File: config.mk
export PLATFORM = sky130hd
export DESIGN_NAME = conv_window_feeder
export DESIGN_NICKNAME = d
export VERILOG_FILES = /design/src/rtl/conv_window_feeder.sv
export SDC_FILE = /design/constraint.sdc
export NUM_CORES = 1
export LEC_CHECK = 0
export ABC_AREA = 0
export ABC_CLOCK_PERIOD_IN_PS = 2510
export CORE_MARGIN = 2
export CORE_UTILIZATION = 47
export CTS_CLUSTER_SIZE = 40
export DETAILED_ROUTE_END_ITERATION = 12
export PLACE_DENSITY_LB_ADDON = 0.15
export SLEW_MARGIN = 10
export SYNTH_ARGS = -nofsm -noshare
export SYNTH_HDL_FRONTEND = slang
export SYNTH_SLANG_ARGS = --single-unit
File: constraint.sdc
create_clock -name clk -period 2.51 [get_ports clk]
set_clock_uncertainty 0.05 [all_clocks]
set_input_delay 0.502 -clock clk [delete_from_list [all_inputs] [get_ports clk]]
set_output_delay 0.502 -clock clk [all_outputs]
set_load 0.02 [all_outputs]
File: src/rtl/conv_window_feeder.sv
// -----------------------------------------------------------------------------
// conv_window_feeder
//   Producer side of the convolution engine's img/val window interface.
//   Accepts a row-major pixel stream (valid/ready) and emits one packed
//   IMG_NB-pixel window per output position, never straddling a row boundary.
//   The output side has no backpressure and never stalls.
//
//   Optional feature (compile-time macro WINDOW_PAD_EN):
//     Rows are zero-padded by PAD=(IMG_NB-1)/2 pixels on both sides, giving
//     ROW_LEN windows per row. The trailing padding is produced in the FLUSH
//     state, during which pix_ready is low. Without the macro PAD=0 and the
//     FLUSH state is unreachable.
//
// Ports:
//   clk        system clock, all state on posedge
//   rst        asynchronous active-low reset
//   pix_data   input pixel (signed, passed through bit-exact)
//   pix_valid  pix_data is valid
//   pix_ready  pixel accepted when pix_valid && pix_ready
//   img        window; lane k = img[k*IMG_WIDTH +: IMG_WIDTH], lane 0 oldest
//   val        single-cycle pulse: img holds a new window
// -----------------------------------------------------------------------------
module conv_window_feeder #(
  parameter int IMG_WIDTH = 16,
  parameter int IMG_NB    = 3,
  parameter int ROW_LEN   = 8
) (
  input  logic                        clk,
  input  logic                        rst,
  input  logic signed [IMG_WIDTH-1:0] pix_data,
  input  logic                        pix_valid,
  output logic                        pix_ready,
  output logic [IMG_WIDTH*IMG_NB-1:0] img,
  output logic                        val
);

  localparam int COL_W_RAW = $clog2(ROW_LEN);
  localparam int COL_W     = (COL_W_RAW < 1) ? 1 : COL_W_RAW;
  localparam int WIN_W     = IMG_WIDTH * IMG_NB;
`ifdef WINDOW_PAD_EN
  localparam int PAD       = (IMG_NB - 1) / 2;
  localparam bit PAD_EN    = 1'b1;
`else
  localparam int PAD       = 0;
  localparam bit PAD_EN    = 1'b0;
`endif
  localparam int FLUSH_W   = (PAD > 1) ? $clog2(PAD) : 1;

  localparam logic [COL_W-1:0]   COL_LAST   = COL_W'(ROW_LEN - 1);
  localparam logic [COL_W-1:0]   VAL_FROM   = COL_W'(IMG_NB - 1 - PAD);
  localparam logic [FLUSH_W-1:0] FLUSH_LAST = FLUSH_W'((PAD > 0) ? PAD - 1 : 0);

  typedef enum logic {STREAM, FLUSH} state_t;

  state_t             state_p0, state_d;
  logic               rdy_en_p0;
  logic [COL_W-1:0]   col_p0, col_d;
  logic [FLUSH_W-1:0] fcnt_p0, fcnt_d;
  logic [WIN_W-1:0]   win_p1, win_d;
  logic               vld_p1, vld_d;
  logic               accept;

  // Shift the window one lane towards lane 0 and insert p as the newest lane.
  function automatic logic [WIN_W-1:0] shift_in(input logic [WIN_W-1:0] w,
                                                input logic [IMG_WIDTH-1:0] p);
    logic [WIN_W-1:0] r;
    r = w >> IMG_WIDTH;
    r[WIN_W-IMG_WIDTH +: IMG_WIDTH] = p;
    return r;
  endfunction

  // rdy_en_p0 holds pix_ready low until the first edge after reset release.
  assign pix_ready = rdy_en_p0 && (state_p0 == STREAM);
  assign accept    = pix_valid && pix_ready;
  assign img       = win_p1;
  assign val       = vld_p1;

  // ---- stage p0: accept decision, column/flush control -> next window ----
  always_comb begin
    state_d = state_p0;
    col_d   = col_p0;
    fcnt_d  = fcnt_p0;
    win_d   = win_p1;
    vld_d   = 1'b0;
    case (state_p0)
      STREAM: begin
        if (accept) begin
          // With padding, a new row starts from an all-zero left margin.
          if (PAD_EN && (col_p0 == '0)) win_d = shift_in('0, pix_data);
          else                          win_d = shift_in(win_p1, pix_data);
          vld_d = (col_p0 >= VAL_FROM);
          if (col_p0 == COL_LAST) begin
            col_d = '0;
            if (PAD > 0) begin
              state_d = FLUSH;
              fcnt_d  = '0;
            end
          end else begin
            col_d = col_p0 + 1'b1;
          end
        end
      end
      FLUSH: begin
        // Right margin: shift in zeros, each one completing a window.
        win_d = shift_in(win_p1, '0);
        vld_d = 1'b1;
        if (fcnt_p0 == FLUSH_LAST) begin
          state_d = STREAM;
          fcnt_d  = '0;
        end else begin
          fcnt_d = fcnt_p0 + 1'b1;
        end
      end
      default: state_d = STREAM;
    endcase
  end

  // ---- stage p1: registered window and its valid pulse ----
  always_ff @(posedge clk or negedge rst) begin
    if (!rst) begin
      state_p0  <= STREAM;
      rdy_en_p0 <= 1'b0;
      col_p0    <= '0;
      fcnt_p0   <= '0;
      win_p1    <= '0;
      vld_p1    <= 1'b0;
    end else begin
      state_p0  <= state_d;
      rdy_en_p0 <= 1'b1;
      col_p0    <= col_d;
      fcnt_p0   <= fcnt_d;
      win_p1    <= win_d;
      vld_p1    <= vld_d;
    end
  end

endmodule

* After elaboration in Yosys (flattened, before gate mapping)
Index checks and enable logic that the tools add are counted.
** Word-level totals
- Bits in registers :: 55
- Bits in latches :: 0
- Bits in writable memories :: 0
- Bits in read-only memories :: 0
- Bits of input ports :: 19
- Output and inout bits :: 50
- Logic and storage cells :: 23
- Memories kept :: 0
** Operators by class
- Add/subtract/negate cells :: 2
- $mul :: 0
- Div/mod/pow operators :: 0
- Order comparisons :: 1
- Equality and inequality tests :: 2
- Shift-type cells :: 0
- Muxes and demuxes :: 8
- Bitwise logic cells :: 1
- Reduce and logical (&&, ||, !) cells :: 3
** Operators by type and width (number)
- 48-bit case mux with 2 select lines :: 1
- 48-bit 2-to-1 mux :: 1
- 1-bit 2-to-1 mux :: 4
- 3-bit by 1-bit adder with 3-bit output, second input constant :: 1
- 3-bit equality test, second input constant :: 1
- 3-bit by 2-bit greater-or-equal comparator with 1-bit output, second input constant :: 1
- 3-bit 2-to-1 mux :: 1
- 1-bit logical AND :: 2
- 2-bit inequality test, second input constant :: 1
- 1-bit case mux with 2 select lines :: 1
- 2-bit AND reduction :: 1
- 1-bit adder, second input constant :: 1
- 1-bit NOT :: 1

* Depth between registers and ports, before layout
Gate-level depths: netlist of run 1.
- Depth after elaboration :: 5
- Depth in mapped cells :: 4
- Gate-level depth less buffers :: 4

* Worst setup path after synthesis of run 1
Ideal clock, no wire load.
- Path type :: flip-flop to flip-flop
- From :: register col_p0[0]
- To :: register col_p0[2]
- Setup time :: 0.125 ns
- Arrival :: 1.074 ns
- Required time :: 2.335 ns
- Path slack :: 1.261 ns
- Stages on the path, launching flop included :: 4
- Buffers on the path :: 0
- Clock period less this slack :: 1.249 ns
- Cell sequence :: dfrtp_1 > ha_1 > ha_1 > mux2_4
** On the way
- Word-level cells in the longest chain between the ends :: 2
- Elaborated cells on any way between the ends :: 3
- Classes of those cells :: add/sub (1); eq/ne (1); mux (1)
** RTL lines
- start: declaration :: RTL line 57 : logic [COL_W-1:0] col_p0, col_d;
- start signal: assignment :: RTL line 130 : col_p0 <= col_d;
- 3-bit by 1-bit adder with 3-bit output or 3-bit equality test (tied branches) :: RTL line 99, 92
- 3-bit 2-to-1 mux * :: RTL line 92 : if (col_p0 == COL_LAST) begin
Mark *: on every way between the ends. The rest lies on a longest branch, timed or not.
A chain may end at the register's enable or synchronous reset.

* Worst setup path in the final report of run 1
- From :: register rdy_en_p0
- To :: output pix_ready
** On the way
- Word-level cells in the longest chain between the ends :: 1
** RTL lines
- start: declaration :: RTL line 56 : logic rdy_en_p0;
- start signal: assignment :: RTL line 122 : rdy_en_p0 <= 1'b0;
- start signal: assignment :: RTL line 129 : rdy_en_p0 <= 1'b1;
- 1-bit logical AND :: RTL line 73 : assign pix_ready = rdy_en_p0 && (state_p0 == STREAM);
- end: declaration :: RTL line 32 : output logic pix_ready,
Every way passes these cells.

==> results of run 1 <==
-- layout make-up --
class	count	area [um2]
flip-flops and latches	53	1326
fillers	265	1196
repair buffers	72	720.7
multi-input cells	59	646.9
clock buffers	5	68.82
clock inverters	3	65.06
well taps	50	62.56
-- cell families (layout without fill, tap and decap cells) --
family,after synthesis,count (layout)
muxes,51,51
DFF,53,53
buffers and inverters,5,80
other,1,1
and+or+nand+nor,5,5
adders and majority gates,2,2
-- cell usage in the layout, fill, tap and decap left out --
| master | instances |
|---|---|
| conb_1 | 1 |
| mux2_2 | 47 |
| buf_2 | 1 |
| clkbuf_8 | 5 |
| nor2b_1 | 1 |
| dfrtp_1 | 53 |
| bufinv_16 | 2 |
| dlygate4sd3_1 | 1 |
| nor2_1 | 3 |
| nand2_4 | 1 |
| buf_12 | 1 |
| ha_1 | 2 |
| mux2_4 | 4 |
| clkdlybuf4s50_1 | 67 |
| clkinv_2 | 1 |
| buf_4 | 2 |
-- through the flow --
stage	worst slack, ns	area [um2]	power [uW]	hold WS (ns)	std cells
after floorplan	1.261	2029	1718	0.1564	117
after global placement	0.5031	2746	2174	0.3268	233
after detailed placement	0.4643	2746	2233	0.3344	233
after CTS	0.6177	2890	2910	0.4687	242
after global routing	0.5880	2890	3027	0.4886	242
final	0.6352	2890	2872	0.4648	242
-- cell usage after synthesis --
| cell | number |
|---|---|
| mux2_4 | 4 |
| nor2b_1 | 1 |
| ha_1 | 2 |
| nor2_1 | 3 |
| mux2_2 | 47 |
| nand2_4 | 1 |
| conb_1 | 1 |
| dfrtp_1 | 53 |
| buf_6 | 5 |
-- timing repair --
item	in CTS	in global routing
endpoints found under the hold margin	10	0
setup buffers	0	0
hold buffers	1	0
gates resized for setup	0	0
-- layer usage --
layer / up-vias / global-route usage [%] / wire (um)
met5: - / 0 / 0
met4: 0 / 5.769 / 52
met3: 5 / 6.395 / 243
met2: 42 / 26.28 / 1827
met1: 592 / 19.87 / 1504
li1: 548 / - / -
-- worst paths after layout --
path | endpoint | slack [ns] | from
max | pix_ready | 0.64 | rdy_en_p0
min | img[0] | 0.46 | img[0]
max reg2reg | img[20] | 1.04 | rdy_en_p0
min reg2reg | img[0] | 0.46 | img[0]
max in group asynchronous | img[6] | 1.31 | rst
min in group asynchronous | img[32] | 0.53 | rst
-- power by group through the flow --
stage | clock, uW | combinational (uW) | sequential [uW]
after detailed placement | 0 | 1000 | 1230
final | 667 | 993 | 1210
after global placement | 0 | 966 | 1210
after floorplan | 0 | 275 | 1440
after CTS | 685 | 1010 | 1220
after global routing | 725 | 1060 | 1250
-- sequential cells by signal (all words and copies together), names as in the netlist --
register	cells
img	48
col_p0	3
rdy_en_p0	1
val	1
==> run_results.csv, run 1 <==
group,metric,value,unit
synthesis,synth_top_family_by_area,"multiplexers",
synthesis,synth_top_area_cell,"dfrtp_1",
power_and_ir_drop,p_leak,0.001253,uW
layout,fin_nets,212,
route,wl_per_cell,14.99,um
global_route,grt_max_degree,30,
synthesis,ys_seq_elements,53,
timing,setup_viol_count_final,0,
layout,n_antenna_cell,0,
synthesis,synth-compound-area-share,0,%
floorplan,initial_utilization,49.66,%
synthesis,netlist_instances,117,
status,status,"finished, final reports clean",
synthesis,yosysWarnings,0,
synthesis,synth_xor_area_share,0,%
synthesis,ys_seq_area_share,65.35,%
timing,timing.final.crit_share,74.69,%
timing,tns,0,ns
route,ant_nets,0,
route,drt_pre_antenna_iters,3,
global_route,grt_pass1_wl,6.258,mm
hold_path,hold_path_class,"flop to flop",
clock_network,clkTransAtPathRegs,0.09,ns
placement,place_hpwl,2.555,mm
clock_network,cts_inserted_buffers,5,
floorplan,die_area,4859,um2
layout,fin_util,70.73,%
power_and_ir_drop,seqPwrFrac,42.2,%
route,post_drt_via_cell_ratio,4.905,
power_and_ir_drop,intPower,2019,uW
floorplan,dieWidth,69.71,um
worst_setup_path,critical_path_class,"flop to primary output",
synthesis,ys_top_cells_by_area,"dfrtp_1 65%, mux2_2 26%, mux2_4 3.0%, buf_6 2.8%, ha_1 1.2%",
route,wl,3.627,mm
clock_network,cts-root-buf,"clkbuf_8",
synthesis,synth.distinct_cells,9,
power_and_ir_drop,power.switching,852.4,uW
clock_network,clk_latency,0.30,ns
power_and_ir_drop,p_clk_share,23.2,%
placement,gp_congestion,0.6672,
global_route,antenna_found_initial,0,
layout,syn2layout_area_growth,42.42,%
synthesis,syn_nets,138,
route,drt_iter0_markers,25,
floorplan,io_pins,69,
hold_path,holdPathStages,1,
synthesis,synthSimpleGateAreaFrac,1.418,%
worst_setup_path,required,1.96,ns
worst_setup_path,critPathArrivalTime,1.32,ns
global_route,grt_use_total,16.25,%
power_and_ir_drop,powerDensity,993.6,nW/um2
synthesis,synth_top_area_share,65.35,%
floorplan,core_area,4086,um2
synthesis,synth_mux_area_share,29.04,%
timing,finalHoldViolCount,0,
power_and_ir_drop,p_sw_share,29.68,%
worst_setup_path,slowest_delay,0.62,ns
worst_setup_path,cp.depth,1,
worst_setup_path,cp_top_family,"buffers and inverters",
worst_setup_path,crit_slowest_cell,"clkdlybuf4s50_1",
worst_setup_path,critPathLaunchType,"flop",
power_and_ir_drop,combPwrFrac,34.6,%
global_route,grt_pass1_vias,1293,
timing,fin_crit,1.875,ns
power_and_ir_drop,peakVddDrop,554.1,uV
timing,slew_violations,0,
global_route,gr-total-overflow,0,
timing,rsz0062_at_grt,"false",
placement,io_buffers,68,
worst_setup_path,cp_num_buf_inv,1,
flow_run,drv_cap,0,
worst_setup_path,r2r_cells,3,
timing,max_freq,533.4,MHz
worst_setup_path,cp_cell_sequence,"clkdlybuf4s50_1",
clock_network,cts_max_level,2,
synthesis,synthAdderAreaFrac,1.233,%
synthesis,avgSynthCellArea,17.35,um2
worst_setup_path,path_max_fanout,2,
layout,drive_gt1_share,33.33,%
clock_network,cts_tree,"built",
route,drc_errors,0,
floorplan,row_count,23,
clock_network,cts.sinks,53,
clock_network,cts_buffer_depth,2,
worst_setup_path,end_kind,"primary output",
floorplan,die_h,69.71,um
synthesis,netlist_area,2029,um2
route,vias,1187,
No activity file was read; power rests on OpenSTA's default activity.
==> run 2: changes to the inputs <==
ABC_CLOCK_PERIOD_IN_PS = 1650   (was 2510)
CORE_UTILIZATION = 40   (was 47)
clock period = 1.65 ns   (was 2.51 ns; I/O delays follow)
==> run 2 against run 1 <==
Total power rose by 33%. Clock power is 2% lower. Global-route usage down 2.1 points. Worst hold slack worse by 0.0086 ns. Combinational power up 36%. First-iteration DRC count rose by 40%. Setup slack worse by 0.41 ns. Critical path type unchanged. Cell area decreased by 0.52%. Cell count increased by 7.0%. Sequential power rose by 50%. Largest power group unchanged.
==> run_results.csv, run 2 (synthesis results as in run 1) <==
group,metric,value,unit
worst_setup_path,end_kind,"primary output",
clock_network,cts.sinks,53,
layout,fin_cells,259,
worst_setup_path,critPathLaunchType,"flop",
timing,rsz0062_at_grt,"false",
route,drt_iter0_markers,35,
power_and_ir_drop,p_clk_share,17.1,%
floorplan,die_area,5660,um2
worst_setup_path,slowest_delay,0.41,ns
worst_setup_path,critPathArrivalTime,1.04,ns
clock_network,clk_latency,0.30,ns
placement,place_hpwl,2.708,mm
layout,n_antenna_cell,0,
worst_setup_path,path_max_fanout,2,
timing,fin_crit,1.425,ns
layout,largest_register_ffs,48,
layout,fin_nets,214,
power_and_ir_drop,p_sw_share,32.24,%
layout,fillers,439,
timing,fin_ws,0.2255,ns
global_route,grt_use_met2,23.59,%
worst_setup_path,cp_cell_sequence,"dlygate4sd2_1",
worst_setup_path,cp_top_family,"flip-flops",
worst_setup_path,critical_path_class,"flop to primary output",
power_and_ir_drop,p_leak,0.001409,uW
global_route,grt_max_degree,54,
worst_setup_path,crit_slowest_cell,"dfrtp_1",
global_route,grt_use_total,14.17,%
worst_setup_path,reg2reg_from,"col_p0[0]",
clock_network,cts_tree,"built",
floorplan,dieWidth,75.23,um
route,post_drt_via_cell_ratio,4.548,
flow_run,drv_cap,0,
floorplan,initial_utilization,42.13,%
power_and_ir_drop,power.switching,1232,uW
status,status,"finished, final reports clean",
power_and_ir_drop,seqPwrFrac,47.7,%
power_and_ir_drop,powerDensity,1329,nW/um2
placement,pre_cts_ws,0.03389,ns
route,drt_pre_antenna_iters,2,
clock_network,clkTransAtPathRegs,0.09,ns
hold_path,hp-start,"img[5]",
clock_network,cts_buffer_depth,2,
power_and_ir_drop,peakVddDrop,720.8,uV
timing,setup_viol_count_final,0,
global_route,use_met3,5.221,%
route,wl,3.735,mm
layout,most-common-layout-cells,"53 x dfrtp_1, 47 x mux2_2, 41 x dlygate4sd2_1, 17 x clkdlybuf4s50_1, 9 x dlymetal6s2s_1",
global_route,use_met1,16.65,%
clock_network,cts-root-buf,"clkbuf_8",
global_route,top_usage_layer,"met2",
timing,slew_violations,0,
global_route,antenna_found_initial,0,
route,ant_nets,0,
power_and_ir_drop,p_total,3821,uW
timing,timing.final.crit_share,86.33,%
layout,final_common_cell,"dfrtp_1",
timing,max_freq,702.0,MHz
floorplan,row_count,25,
power_and_ir_drop,combPwrFrac,35.2,%
floorplan,die_h,75.23,um
placement,gp_congestion,0.8237,
worst_setup_path,crit_start,"rdy_en_p0",
layout,syn2layout_area_growth,41.68,%
global_route,grt_pass1_vias,1253,
route,wl_per_cell,14.42,um
global_route,grt_pass1_wl,5.844,mm
worst_setup_path,required,1.27,ns
layout,fin_util,59.69,%
floorplan,core_area,4817,um2
global_route,gr-total-overflow,0,
layout,drive_gt1_share,33.33,%
power_and_ir_drop,intPower,2589,uW
placement,io_buffers,68,
floorplan,io_pins,69,
route,vias,1178,
clock_network,cts_inserted_buffers,5,
placement,dp_cells,252,
timing,tns,0,ns
worst_setup_path,cp_num_buf_inv,1,
clock_network,cts_max_level,2,
timing,finalHoldViolCount,0,
hold_path,hold_path_class,"flop to flop",
route,drc_errors,0,
## run 2: path summary, 6_finish.rpt
| kind | depth (start not counted) | end | slack, ns |
|---|---|---|---|
| hold / removal | 1 | img[5] | 0.46 |
| max in group asynchronous | 3 | img[4] | 0.82 |
| min in group asynchronous | 3 | img[0] | 0.50 |
| setup / recovery | 1 | pix_ready | 0.23 |
| hold reg to reg | 1 | img[5] | 0.46 |
| setup reg to reg | 3 | col_p0[2] | 0.34 |
## run 2: repair_timing
item | 4_1_cts | 5_1_grt
resized for setup | 41 | 9
endpoints found under the hold margin | 53 | 0
hold buffers | 1 | 0
setup buffers | 0 | 0
cloned | 0 | 0
endpoints found under the setup margin | 41 | 9
## run 2: routing by layer
layer / share of wire [%] / wire (um)
met4: 1.8 / 69
met5: 0 / 0
met3: 7.7 / 286
met2: 49 / 1828
met1: 42 / 1551
## run 2: power groups by stage
stage	clock [uW]	combinational [uW]	sequential [uW]
after floorplan	0	418	2200
after global placement	0	1490	1840
after detailed placement	0	1540	1870
after CTS	686	1380	1840
after global routing	741	1450	1880
final	651	1350	1820
## run 2: through the flow
| stage | area, um2 | hold WS, ns |
|---|---|---|
| final | 2875 | 0.4561 |
| after global routing | 2875 | 0.4714 |
| after CTS | 2853 | 0.4675 |
| after floorplan | 2029 | -0.01559 |
| after global placement | 2820 | 0.2884 |
| after detailed placement | 2820 | 0.2910 |
## run 2: layout make-up
cell class | instances | area [um2] | area share [%]
Sequential cell | 53 | 1326 | 46.13
Clock buffer | 5 | 68.82 | 2.393
Timing Repair Buffer | 74 | 744.5 | 25.89
Tap cell | 67 | 83.83 | 2.916
Multi-Input combinational cell | 59 | 646.9 | 22.50
Clock inverter | 1 | 5.005 | 0.1741
==> run 3: changes to the inputs <==
ABC_CLOCK_PERIOD_IN_PS = 1350   (was 1650)
CORE_UTILIZATION = 45   (was 40)
HOLD_SLACK_MARGIN = 0.05   (was unset)
clock period = 1.35 ns   (was 1.65 ns; I/O delays follow)
==> run 3 against run 2 <==
Sequential share of layout area increased by 3.0 points. Cell count decreased by 5.0%. Register-to-register slack got worse by 0.26 ns. Combinational power increased by 14%. Critical endpoint is now val.
==> run_results.csv, run 3 (synthesis results as in run 1) <==
group,metric,value,unit
power_and_ir_drop,seqPwrFrac,47.9,%
route,drc_errors,0,
timing,slew_violations,0,
floorplan,dieWidth,71.16,um
global_route,grt_pass1_vias,1284,
global_route,use_met3,7.407,%
power_and_ir_drop,combPwrFrac,32.9,%
layout,syn2layout_area_growth,32.98,%
clock_network,clkTransAtPathRegs,0.09,ns
clock_network,cts_inserted_buffers,5,
power_and_ir_drop,peakVddDrop,819.5,uV
placement,place_hpwl,2.496,mm
placement,dp_cells,236,
worst_setup_path,cp.depth,1,
worst_setup_path,path_max_fanout,1,
route,vias,1215,
power_and_ir_drop,p_leak,0.001280,uW
route,wl_per_cell,14.32,um
floorplan,core_area,4354,um2
worst_setup_path,required,1.03,ns
timing,max_freq,764.0,MHz
floorplan,initial_utilization,46.61,%
placement,gp_congestion,0.6821,
worst_setup_path,critPathArrivalTime,0.99,ns
clock_network,cts_tree,"built",
global_route,grt_pass1_wl,6.279,mm
clock_network,cts_buffer_depth,2,
power_and_ir_drop,power.switching,1552,uW
power_and_ir_drop,p_clk_share,19.2,%
route,drt_iter0_markers,29,
global_route,antenna_found_initial,0,
route,ant_nets,0,
route,post_drt_via_cell_ratio,4.939,
floorplan,die_area,5063,um2
layout,most-common-layout-cells,"53 x dfrtp_1, 47 x mux2_2, 42 x clkbuf_2, 17 x clkdlybuf4s50_1, 7 x clkdlybuf4s15_1",
power_and_ir_drop,intPower,3145,uW
layout,n_antenna_cell,0,
global_route,grt_max_degree,54,
global_route,use_met1,20.00,%
route,wl,3.522,mm
power_and_ir_drop,p_total,4697,uW
global_route,grt_use_total,16.22,%
route,drt_pre_antenna_iters,2,
flow_run,drv_cap,0,
hold_path,hold_path_class,"input pin to asynchronous set/reset pin",
timing,timing.final.crit_share,96.96,%
timing,finalHoldViolCount,0,
timing,tns,0,ns
worst_setup_path,critical_path_class,"flop to primary output",
worst_setup_path,crit_start,"val",
worst_setup_path,crit_slowest_cell,"dfrtp_1",
worst_setup_path,slowest_delay,0.38,ns
layout,multi_input_area,649.4,um2
floorplan,io_pins,69,
layout,final_common_cell,"dfrtp_1",
timing,fin_crit,1.309,ns
worst_setup_path,r2r_cells,3,
layout,fin_util,61.98,%
clock_network,clk_latency,0.30,ns
global_route,gr-total-overflow,0,
status,status,"finished, final reports clean",
worst_setup_path,reg2reg_from,"col_p0[0]",
clock_network,cts_max_level,2,
floorplan,die_h,71.16,um
layout,seqCellArea,1326,um2
worst_setup_path,cp_num_buf_inv,1,
clock_network,cts.sinks,53,
worst_setup_path,end_kind,"primary output",
power_and_ir_drop,p_sw_share,33.05,%
worst_setup_path,cp_cell_sequence,"dlygate4sd2_1",
worst_setup_path,critPathLaunchType,"flop",
layout,largest_register_ffs,48,
worst_setup_path,cp_top_family,"flip-flops",
global_route,grt_use_met2,25.62,%
layout,fillers,349,
layout,drive_gt1_share,56.19,%
layout,fin_cells,246,
floorplan,row_count,24,
placement,io_buffers,68,
layout,fin_nets,214,
timing,setup_viol_count_final,0,
global_route,top_usage_layer,"met2",
timing,rsz0062_at_grt,"false",
power_and_ir_drop,powerDensity,1740,nW/um2
clock_network,cts-root-buf,"clkbuf_8",
run 3: cell types whose count changed in the layout (fill, tap and decap cells not counted):
| cell | change |
|---|---|
| clkbuf_2 | +42 |
| clkbuf_8 | +1 |
| clkdlybuf4s15_1 | +7 |
| clkinv_4 | +1 |
| dlygate4sd2_1 | -40 |
| dlymetal6s2s_1 | -9 |
| ha_1 | -1 |
| ha_2 | +1 |
run 3: stage by stage:
step	hold slack, ns	setup slack, ns	area, um2
CTS	0.4406	0.0006174	2883
finish	0.4330	0.04105	2699
detailed placement	0.2335	-0.2114	2794
global placement	0.2272	-0.1766	2794
floorplan	-0.07559	0.1008	2029
global route	0.4575	0.0003552	2699
run 3: repair_timing:
item                                    in CTS  in global routing
endpoints found under the hold margin       53                  0
gates resized for setup                     86                 56
buffers inserted                             0                  1
endpoints found under the setup margin      50                 50
hold buffers                                 1                  0
run 3: worst paths after layout:
path / end / slack [ns]
max: val / 0.04
min: img[41] / 0.43
max reg2reg: col_p0[2] / 0.08
min reg2reg: img[12] / 0.46
max in group asynchronous: col_p0[1] / 0.58
min in group clk: img[12] / 0.46
run 3: cell type report:
class / count / share of cell area (%)
multi-input cells: 59 / 24.06
clock buffers: 6 / 3.060
well taps: 52 / 2.411
clock inverters: 2 / 0.5100
flip-flops and latches: 53 / 49.14
repair buffers: 74 / 20.82
run 3: layer usage:
layer / part of all wire [%] / vias to the layer above
met5: 0 / -
met4: 1.4 / 0
met3: 8.4 / 5
met2: 49 / 48
met1: 41 / 608
li1: - / 554
run 3: power groups by stage:
stage | registers, uW | clock network (uW) | logic, uW
after detailed placement | 2280 | 0 | 1860
after global routing | 2320 | 1030 | 1670
after CTS | 2250 | 952 | 1660
after floorplan | 2680 | 0 | 511
final | 2250 | 903 | 1540
after global placement | 2250 | 0 | 1820
